$ cat config.mk
export PLATFORM = sky130hd
export DESIGN_NAME = exp_fp32_stream_ctrl_flat
export DESIGN_NICKNAME = d
export VERILOG_FILES = /design/src/rtl/exp_fp32_stream_ctrl_if.sv /design/src/rtl/exp_fp32_stream_ctrl.sv /design/src/flat_wrapper.sv
export SDC_FILE = /design/constraint.sdc
export NUM_CORES = 1
export LEC_CHECK = 0
export ABC_AREA = 1
export CAP_MARGIN = 5
export CORE_ASPECT_RATIO = 0.6
export CORE_MARGIN = 10
export CORE_UTILIZATION = 30
export CTS_CLUSTER_SIZE = 12
export DETAILED_ROUTE_END_ITERATION = 10
export PLACE_DENSITY = 0.54
export SYNTH_ARGS = -nofsm -noshare
export SYNTH_HDL_FRONTEND = slang
export SYNTH_SLANG_ARGS = --single-unit
$ cat constraint.sdc
create_clock -name aclk -period 3.3 [get_ports aclk]
set_input_delay 0.66 -clock aclk [delete_from_list [all_inputs] [get_ports aclk]]
set_output_delay 0.66 -clock aclk [all_outputs]
set_load 0.02 [all_outputs]
$ cat src/rtl/exp_fp32_stream_ctrl_if.sv
// AXI4-Stream style channel carrying one fp32 word plus a frame marker.
// The master drives payload and valid; the slave drives ready.
interface exp_fp32_stream_ctrl_if;
  logic [31:0] tdata;
  logic        tlast;
  logic        tvalid;
  logic        tready;

  modport master (output tdata, output tlast, output tvalid, input tready);
  modport slave  (input tdata, input tlast, input tvalid, output tready);
endinterface

$ cat src/rtl/exp_fp32_stream_ctrl.sv
// Wraps a fixed-latency, non-stallable exp() core with AXI4-Stream handshakes.
// Operands are admitted only when the result FIFO has guaranteed room for them.
module exp_fp32_stream_ctrl #(
  parameter int LATENCY    = 0,
  parameter int FIFO_DEPTH = 16
) (
  input  logic        aclk,
  input  logic        aresetn,
  exp_fp32_stream_ctrl_if.slave  s_axis,
  exp_fp32_stream_ctrl_if.master m_axis,
  output logic        core_aclken,
  output logic [31:0] core_a_tdata,
  output logic        core_a_tvalid,
  input  logic [31:0] core_result_tdata,
  input  logic        core_result_tvalid,
  output logic        busy,
  output logic        err_overflow,
  output logic        err_unexpected
);

  localparam int PTR_W = $clog2(FIFO_DEPTH);
  localparam int CNT_W = PTR_W + 1;
  localparam logic [CNT_W:0]   DEPTH_EXT = (CNT_W+1)'(FIFO_DEPTH);
  localparam logic [CNT_W-1:0] DEPTH_CNT = CNT_W'(FIFO_DEPTH);

  logic             ready_en;
  logic [CNT_W-1:0] inflight;
  logic [CNT_W-1:0] fifo_count;
  logic [PTR_W-1:0] wr_ptr;
  logic [PTR_W-1:0] rd_ptr;
  logic [32:0]      mem [FIFO_DEPTH];
  logic [CNT_W:0]   occupied;
  logic             accept;
  logic             push;
  logic             pop;
  logic             full;
  logic             unexpected;
  logic             tlast_core;

  // Every FIFO slot is either holding a result or reserved for one still in the core.
  assign occupied      = {1'b0, fifo_count} + {1'b0, inflight};
  assign s_axis.tready = ready_en && (occupied < DEPTH_EXT);
  assign accept        = s_axis.tvalid && s_axis.tready;

  assign core_a_tvalid = accept;
  assign core_a_tdata  = s_axis.tdata;
  assign core_aclken   = accept || (inflight != '0);

  assign full       = (fifo_count == DEPTH_CNT);
  assign push       = core_result_tvalid && !full;
  assign pop        = m_axis.tvalid && m_axis.tready;
  // With LATENCY=0 a matched result coincides with its own accept.
  assign unexpected = core_result_tvalid && (inflight == '0) && !accept;

  assign m_axis.tvalid = (fifo_count != '0);
  assign m_axis.tdata  = mem[rd_ptr][31:0];
  assign m_axis.tlast  = mem[rd_ptr][32];

  assign busy = (inflight != '0) || (fifo_count != '0);

  generate
    if (LATENCY == 0) begin : g_tlast_comb
      assign tlast_core = s_axis.tlast;
    end else begin : g_tlast_pipe
      logic [LATENCY-1:0] tlast_sr;

      always_ff @(posedge aclk) begin
        if (!aresetn) begin
          tlast_sr <= '0;
        end else if (core_aclken) begin
          tlast_sr[0] <= accept && s_axis.tlast;
          for (int i = 1; i < LATENCY; i++) begin
            tlast_sr[i] <= tlast_sr[i-1];
          end
        end
      end

      assign tlast_core = tlast_sr[LATENCY-1];
    end
  endgenerate

  always_ff @(posedge aclk) begin
    if (!aresetn) begin
      ready_en       <= 1'b0;
      inflight       <= '0;
      fifo_count     <= '0;
      wr_ptr         <= '0;
      rd_ptr         <= '0;
      err_overflow   <= 1'b0;
      err_unexpected <= 1'b0;
    end else begin
      ready_en <= 1'b1;
      case ({accept, core_result_tvalid})
        2'b10:   inflight <= inflight + CNT_W'(1);
        2'b01:   if (inflight != '0) inflight <= inflight - CNT_W'(1);
        default: inflight <= inflight;
      endcase
      fifo_count <= fifo_count + CNT_W'(push) - CNT_W'(pop);
      if (push) wr_ptr <= wr_ptr + PTR_W'(1);
      if (pop)  rd_ptr <= rd_ptr + PTR_W'(1);
      err_overflow   <= err_overflow || (core_result_tvalid && full);
      err_unexpected <= err_unexpected || unexpected;
    end
  end

  // Storage needs no reset; validity is tracked by fifo_count alone.
  always_ff @(posedge aclk) begin
    if (push) mem[wr_ptr] <= {tlast_core, core_result_tdata};
  end

endmodule
$ cat src/flat_wrapper.sv
// flat-port wrapper written by rule: the top's interface ports become plain ports
module exp_fp32_stream_ctrl_flat 
#(
  parameter int LATENCY    = 0,
  parameter int FIFO_DEPTH = 16
)
  (aclk, aresetn, core_aclken, core_a_tdata, core_a_tvalid, core_result_tdata, core_result_tvalid, busy, err_overflow, err_unexpected, s_axis_tdata, s_axis_tlast, s_axis_tvalid, s_axis_tready, m_axis_tdata, m_axis_tlast, m_axis_tvalid, m_axis_tready);
  exp_fp32_stream_ctrl_if s_axis_i ();
  exp_fp32_stream_ctrl_if m_axis_i ();
  input  logic aclk;
  input  logic aresetn;
  output logic core_aclken;
  output logic [31:0] core_a_tdata;
  output logic core_a_tvalid;
  input  logic [31:0] core_result_tdata;
  input  logic core_result_tvalid;
  output logic busy;
  output logic err_overflow;
  output logic err_unexpected;
  input wire logic [$bits(s_axis_i.tdata)-1:0] s_axis_tdata;
  input wire logic [$bits(s_axis_i.tlast)-1:0] s_axis_tlast;
  input wire logic [$bits(s_axis_i.tvalid)-1:0] s_axis_tvalid;
  output wire logic [$bits(s_axis_i.tready)-1:0] s_axis_tready;
  output wire logic [$bits(m_axis_i.tdata)-1:0] m_axis_tdata;
  output wire logic [$bits(m_axis_i.tlast)-1:0] m_axis_tlast;
  output wire logic [$bits(m_axis_i.tvalid)-1:0] m_axis_tvalid;
  input wire logic [$bits(m_axis_i.tready)-1:0] m_axis_tready;
  assign s_axis_i.tdata = s_axis_tdata;
  assign s_axis_i.tlast = s_axis_tlast;
  assign s_axis_i.tvalid = s_axis_tvalid;
  assign s_axis_tready = s_axis_i.tready;
  assign m_axis_tdata = m_axis_i.tdata;
  assign m_axis_tlast = m_axis_i.tlast;
  assign m_axis_tvalid = m_axis_i.tvalid;
  assign m_axis_i.tready = m_axis_tready;
  exp_fp32_stream_ctrl #(.LATENCY(LATENCY), .FIFO_DEPTH(FIFO_DEPTH)) u_core (.aclk(aclk), .aresetn(aresetn), .s_axis(s_axis_i), .m_axis(m_axis_i), .core_aclken(core_aclken), .core_a_tdata(core_a_tdata), .core_a_tvalid(core_a_tvalid), .core_result_tdata(core_result_tdata), .core_result_tvalid(core_result_tvalid), .busy(busy), .err_overflow(err_overflow), .err_unexpected(err_unexpected));
endmodule
# [After elaboration in Yosys (flattened, before gate mapping)]
# Memory sizes are Yosys's and may differ from the RTL's. A register that Yosys moved wholly into a read port is not among the register bits.
# Cells that the tools add are included.
[word_totals] ramBits=528 register_bits=21 elab_cells=45 output_inout_bits=72 n_memories=1
[op_classes] reduce_logical=18 n_addsub=7 eq_ne=4 n_lt_le_gt_ge=1 mux=7
[memory_table] name="u_core.mem" depth=16 width=33 rd=1 rd_clocked_by_memory_dff=1 wr=1 line="exp_fp32_stream_ctrl.sv:31" source="logic [32:0] mem [FIFO_DEPTH];"
[op_table] op="$pmux W5 S2" n=1
[op_table] op="$reduce_bool A5 Y1" n=2
[op_table] op="$add A4 B1 Y4 const B" n=2
[op_table] op="$mux W4" n=2
[op_table] op="$logic_and A1 B1 Y1" n=7
[op_table] op="$add A5 B5 Y6" n=1
[op_table] op="$lt A6 B5 Y1 const B" n=1
[op_table] op="$add A5 B1 Y5" n=1
[op_table] op="$add A5 B1 Y5 const B" n=1
[op_table] op="$eq A5 B5 Y1 const B" n=1
[op_table] op="$logic_not A5 Y1" n=1
[op_table] op="$mux W5" n=1
[op_table] op="$sub A5 B1 Y5" n=1
[op_table] op="$sub A5 B1 Y5 const B" n=1
[op_table] op="$logic_or A1 B1 Y1" n=4
[op_table] op="$mux W1" n=3
[op_table] op="$eq A2 B1 Y1 const B" n=1
[op_table] op="$eq A2 B2 Y1 const B" n=1
[op_table] op="$logic_not A1 Y1" n=2
[op_table] op="$ne A2 B1 Y1 const B" n=1
[op_table] op="$reduce_and A2 Y1" n=1
[op_table] op="$reduce_bool A2 Y1" n=1

# [Logic depth before layout (Yosys ltp)]
[depth] word_depth=7 depth_mapped=18 ltp_nobuf=18

# [Worst setup path after synthesis]
# No wires, ideal clock.
[synth_path] path_type="register to register" startpoint="register u_core.fifo_count[2]" endpoint="memory u_core.mem[11][0] (enable)" setup_time_ns=0.423 n_path_buf=0 required_time_ns=2.877 t_arrival_ns=2.455 slack_ns=0.422 path_stages_with_launch=8 path_cell_list="dfxtp_1 -> inv_1 -> ha_1 -> nand4_1 -> nand2_1 -> inv_1 -> nand2_1 -> nor2_1"
[synth_between] elab_chain_cells=5
[synth_lines] element="start, declared" line="exp_fp32_stream_ctrl.sv:28" source="logic [CNT_W-1:0] fifo_count;"
[synth_lines] element="start signal, assigned" line="exp_fp32_stream_ctrl.sv:98" source="fifo_count <= fifo_count + CNT_W'(push) - CNT_W'(pop);"
[synth_lines] element="$eq A5 B5 Y1" line="exp_fp32_stream_ctrl.sv:49" source="assign full = (fifo_count == DEPTH_CNT);"
[synth_lines] element="$logic_not A1 Y1" line="exp_fp32_stream_ctrl.sv:50" source="assign push = core_result_tvalid && !full;"
[synth_lines] element="$logic_and A1 B1 Y1" line="exp_fp32_stream_ctrl.sv:50"
[synth_lines] element="named net u_core.push" line="exp_fp32_stream_ctrl.sv:34" source="logic push;"
[synth_lines] element="$mux W1" line="exp_fp32_stream_ctrl.sv:108" source="if (push) mem[wr_ptr] <= {tlast_core, core_result_tdata};"
[synth_lines] element="$mux W1 (not written as such)" line="exp_fp32_stream_ctrl.sv:108"
[synth_lines] element="end, declared" line="exp_fp32_stream_ctrl.sv:31"
# The timed path passes the listed nets, and every way through them passes these cells.

==> impl_metrics.prom <==
# TYPE chip_impl_metric gauge
chip_impl_info{name="status",value="finished, final reports clean"} 1
chip_impl_info{name="critPathKind",value="flip-flop to output pin"} 1
chip_impl_metric{name="antenna_cells_inserted",unit=""} 0
chip_impl_metric{name="synth_adder_area_share",unit=""} 0.0117
chip_impl_metric{name="synth_enable_flop_cells",unit=""} 528
chip_impl_metric{name="area_growth_syn_to_layout",unit="%"} 16.6
chip_impl_metric{name="final_min_period_over_clock_period",unit=""} 0.984
chip_impl_metric{name="timing_hold_violations_final",unit=""} 0
chip_impl_info{name="yosys.area.top_type",value="edfxtp_1"} 1
chip_impl_metric{name="ys_warn_count",unit=""} 0
chip_impl_metric{name="reported_max_cap_violation_count",unit=""} 0
chip_impl_metric{name="leakagePower",unit="nW"} 8.93
chip_impl_metric{name="place_congestion",unit=""} 0.718
chip_impl_info{name="cts_tree",value="yes"} 1
chip_impl_metric{name="cts.sinks",unit=""} 553
chip_impl_info{name="path_cells",value="buf_12 -> bufbuf_16 -> buf_4 -> mux2i_1 -> o21ai_1 -> o211ai_1 -> nand2_1 -> buf_4"} 1
chip_impl_metric{name="final-instance-count-excl-fill",unit=""} 2709
chip_impl_metric{name="summed_instance_area_of_the_synthesized_netlist",unit="sq um"} 22800
chip_impl_metric{name="final_layout_size_suffix_gt1_frac",unit=""} 0.0925
chip_impl_metric{name="power.net_switching",unit="mW"} 5.42
chip_impl_metric{name="place_ws",unit="ps"} 316
chip_impl_metric{name="grt_max_degree",unit=""} 80
chip_impl_info{name="synthMostInstantiatedCell",value="edfxtp_1"} 1
chip_impl_metric{name="dieWidth",unit="um"} 376
chip_impl_info{name="cp_common_cell",value="buf_4"} 1
chip_impl_metric{name="yosys_register_bits",unit=""} 553
chip_impl_metric{name="synth_cells",unit=""} 1609
chip_impl_metric{name="final.fill_count",unit=""} 7228
chip_impl_metric{name="ys_types",unit=""} 34
chip_impl_metric{name="critical_path_buf_inv_count",unit=""} 4
chip_impl_metric{name="first_iter_violations",unit=""} 917
chip_impl_metric{name="intPower",unit="mW"} 12.8
chip_impl_metric{name="detail_route.wl_per_cell",unit="um"} 21.4
chip_impl_metric{name="asyncSetResetFlopFracSynth",unit=""} 0
chip_impl_metric{name="yosysTopAreaCellShare",unit=""} 0.697
chip_impl_metric{name="achievable-frequency",unit="GHz"} 0.308
chip_impl_metric{name="htree_num_levels",unit=""} 2
chip_impl_metric{name="sw_frac_of_total",unit=""} 0.298
chip_impl_metric{name="top_level_ports",unit=""} 142
chip_impl_metric{name="critPathArrivalTime",unit="ps"} 2590
chip_impl_metric{name="vdd_ir_drop_max",unit="mV"} 0.434
chip_impl_metric{name="finalSetupTns",unit="ps"} 0
chip_impl_info{name="startpoint_type",value="flip-flop"} 1
chip_impl_info{name="worstSetupEndpoint",value="m_axis_tdata[11]"} 1
chip_impl_metric{name="grt_pass1_wl",unit="um"} 85600
chip_impl_metric{name="final_critical_path_setup_slack",unit="ps"} 51.4
chip_impl_metric{name="fin_skew",unit="ps"} 19.4
chip_impl_metric{name="dr_total_vias",unit=""} 13200
chip_impl_metric{name="rows",unit=""} 78
chip_impl_metric{name="number_of_antenna_violations_at_the_first_check_in_global_routing",unit=""} 3
chip_impl_metric{name="r2r_cells",unit=""} 14
chip_impl_metric{name="clock_share_of_power",unit=""} 0.308
chip_impl_metric{name="cts.hold.buffers_added",unit=""} 0
chip_impl_metric{name="worst_hold_slack",unit="ps"} 470
chip_impl_info{name="yosys-top-cells-area",value="edfxtp_1 70%, mux2i_1 5.8%, o211ai_1 4.4%, o21ai_0 3.5%, a21oi_1 3.2%"} 1
chip_impl_info{name="worst_path_dominant_cell_family",value="buffers and inverters"} 1
chip_impl_metric{name="path_depth",unit=""} 8
chip_impl_metric{name="number_of_global_route_vias_before_repair",unit=""} 12900
chip_impl_metric{name="fin_util",unit=""} 0.352
chip_impl_info{name="largest_family_of_logic_cells_by_synthesized_area",value="compound AO/OA/AOI/OAI gates"} 1
chip_impl_metric{name="floorplan.core_area",unit="sq um"} 75300
chip_impl_metric{name="design.final.nets",unit=""} 1770
chip_impl_metric{name="cts_made_buffers",unit=""} 54
chip_impl_info{name="worst_r2r_startpoint",value="u_core.fifo_count[3]"} 1
chip_impl_metric{name="fin_crit",unit="ps"} 3250
chip_impl_metric{name="path_clk_slew",unit="ps"} 70
chip_impl_metric{name="power.sequential.fraction",unit=""} 0.446
chip_impl_metric{name="worst_slew_pin_slew",unit="ps"} 617
chip_impl_info{name="hold_class",value="flip-flop to flip-flop"} 1
chip_impl_info{name="endpoint_class_of_the_critical_path",value="output pin"} 1
chip_impl_metric{name="numPlacedInstances",unit=""} 2617
chip_impl_info{name="regToRegEndpoint",value="u_core.fifo_count[4]"} 1
chip_impl_metric{name="dr.pass1.iters",unit=""} 5
chip_impl_metric{name="cellPowerDensity",unit="nW/um^2"} 685
chip_impl_metric{name="grt_remaining_overflow",unit=""} 0
chip_impl_metric{name="postRouteWirelength",unit="um"} 58000
chip_impl_metric{name="yosys.area_share.simple",unit=""} 0.0286
chip_impl_info{name="synthFlopType",value="edfxtp_1"} 1
chip_impl_metric{name="later_pin_clock_latency_in_the_skew_report",unit="ps"} 610
chip_impl_metric{name="worst_path_required",unit="ps"} 2640
chip_impl_metric{name="proportion_of_synthesized_chip_area_in_sequential_cells",unit=""} 0.719
chip_impl_metric{name="synthesized_area_fraction_occupied_by_ao_oa_aoi_and_oai_cells",unit=""} 0.115
chip_impl_metric{name="clock_path_buffers",unit=""} 3
chip_impl_metric{name="slowest_delay",unit="ps"} 380
chip_impl_metric{name="gr-usage-all-layers",unit=""} 0.129
chip_impl_metric{name="port_buffers",unit=""} 77
chip_impl_metric{name="detail_route.drc_violations",unit=""} 0
chip_impl_info{name="clockRootBuffer",value="clkbuf_16"} 1
chip_impl_info{name="slowest_stage",value="bufbuf_16"} 1
chip_impl_metric{name="setup_viol",unit=""} 0
chip_impl_metric{name="regToRegSetupSlack",unit="ps"} 530
chip_impl_metric{name="initial_core_util",unit=""} 0.302
chip_impl_metric{name="worst-path-max-fanout",unit=""} 44
chip_impl_info{name="synth.top_cells.by_count",value="528 x edfxtp_1, 167 x inv_1, 157 x o21ai_0"} 1
chip_impl_info{name="unrepaired_setup_endpoints_after_global_routing",value="true"} 1
chip_impl_metric{name="slew_headroom",unit=""} 0.587
chip_impl_metric{name="slew_violations",unit=""} 0
chip_impl_metric{name="avgViaCountPerCell",unit=""} 4.89
chip_impl_metric{name="proportion_of_synthesized_area_in_mux_cells",unit=""} 0.0581
chip_impl_metric{name="floorplan.die_area",unit="sq um"} 87600
chip_impl_metric{name="synth_area_per_cell",unit="sq um"} 14.1
chip_impl_metric{name="comb_power_share",unit=""} 0.247
chip_impl_metric{name="synth_nets",unit=""} 1699
chip_impl_metric{name="post_synth_xor_area_fraction",unit=""} 0.00115
chip_impl_metric{name="dieHeight",unit="um"} 233
chip_impl_metric{name="postRouteAntennaNets",unit=""} 0
chip_impl_metric{name="dp.final_hpwl",unit="um"} 31100
-- layer usage --
layer	global-route usage	vias up	part of all wire
met3	0.0297	81	0.072
met4	0.0252	6	0.015
met5	0	-	0.00038
met1	0.183	6676	0.47
li1	-	6081	-
met2	0.200	392	0.44
-- what timing repair did --
action	CTS	global route
endpoints found under the setup margin	31	11
cloned	3	1
setup buffers	3	0
gates resized for setup	27	8
-- through the flow --
step / cell area [sq um] / power, mW
global route: 26500 / 19.1
floorplan: 22800 / 11.2
global placement: 24800 / 12.6
CTS: 26500 / 18.4
finish: 26500 / 18.2
detailed placement: 24800 / 12.6
-- layout by cell type, fill, tap and decap left out, types with 2 or more instances in the layout --
cell / count
dfxtp_4: 3
buf_4: 34
a211oi_1: 2
nand2_1: 63
o211ai_1: 132
edfxtp_1: 528
nand3_1: 41
dlymetal6s2s_1: 5
o21ai_1: 17
mux2i_1: 132
o21ai_0: 157
buf_12: 23
clkbuf_16: 55
nor2_4: 16
nand4_1: 6
buf_16: 5
ha_1: 18
clkinv_1: 4
inv_2: 3
clkbuf_1: 20
inv_6: 2
clkinv_2: 2
bufbuf_16: 3
dlygate4sd2_1: 21
nor2_1: 16
xor2_1: 2
dfxtp_1: 21
fa_1: 2
nor3_1: 2
clkdlybuf4s50_1: 48
a21oi_1: 146
inv_1: 165
-- sequential cells by signal (all words and copies together), names as in the netlist, named ones only --
signal and cells:
u_core.err_overflow 1, u_core.wr_ptr 4, u_core.inflight 5, u_core.fifo_count 5, u_core.mem 528, u_core.ready_en 1
u_core.rd_ptr 4, u_core.err_unexpected 1
-- worst reg2reg max path: stages, from the launching register on --
cell and delay [ps]:
dfxtp_1 340, inv_1 90, ha_1 170, nand4_1 210, nand2_1 190, inv_1 100
ha_1 300, inv_1 60, ha_1 160, inv_1 60, fa_1 440, nor3_1 230
a211oi_1 90, o21ai_0 180, a21oi_1 50
-- area by class of cell --
| class | instances | area (sq um) | area share |
|---|---|---|---|
| tap | 1000 | 1250 | 0.0472 |
| clock inverter | 11 | 96.3 | 0.00363 |
| timing repair buffer | 142 | 1730 | 0.0652 |
| multi-input combinational | 760 | 5020 | 0.189 |
| clock buffer | 74 | 1430 | 0.0538 |
| sequential | 553 | 16400 | 0.617 |
| inverter | 169 | 637 | 0.0240 |
-- power by group through the flow --
stage | clock (mW) | combinational [mW] | sequential [mW]
detailed placement | 0 | 4.38 | 8.27
floorplan | 0 | 2.96 | 8.21
finish | 5.59 | 4.48 | 8.10
CTS | 5.76 | 4.52 | 8.10
global route | 6.07 | 4.95 | 8.12
global placement | 0 | 4.33 | 8.26
-- worst min path at each step --
| stage | start | slack, ps | endpoint | depth (start not counted) |
|---|---|---|---|---|
| detailed placement | u_core.err_overflow | 460 | u_core.err_overflow | 1 |
| CTS | u_core.err_overflow | 480 | u_core.err_overflow | 1 |
| floorplan | u_core.rd_ptr[2] | 460 | flip-flop | 2 |
| global placement | u_core.err_overflow | 460 | u_core.err_overflow | 1 |
| global route | u_core.err_overflow | 510 | u_core.err_overflow | 1 |
| finish | u_core.err_overflow | 470 | u_core.err_overflow | 1 |
-- cell families after synthesis --
kind of cell,Yosys count
DFF,553
buffers and inverters,296
and+or+nand+nor,149
AOI/OAI and AO/OA,456
xor gates and xnor gates,3
muxes,132
adders and majority gates,20
Note: power is estimated with default switching activity, not from simulation.
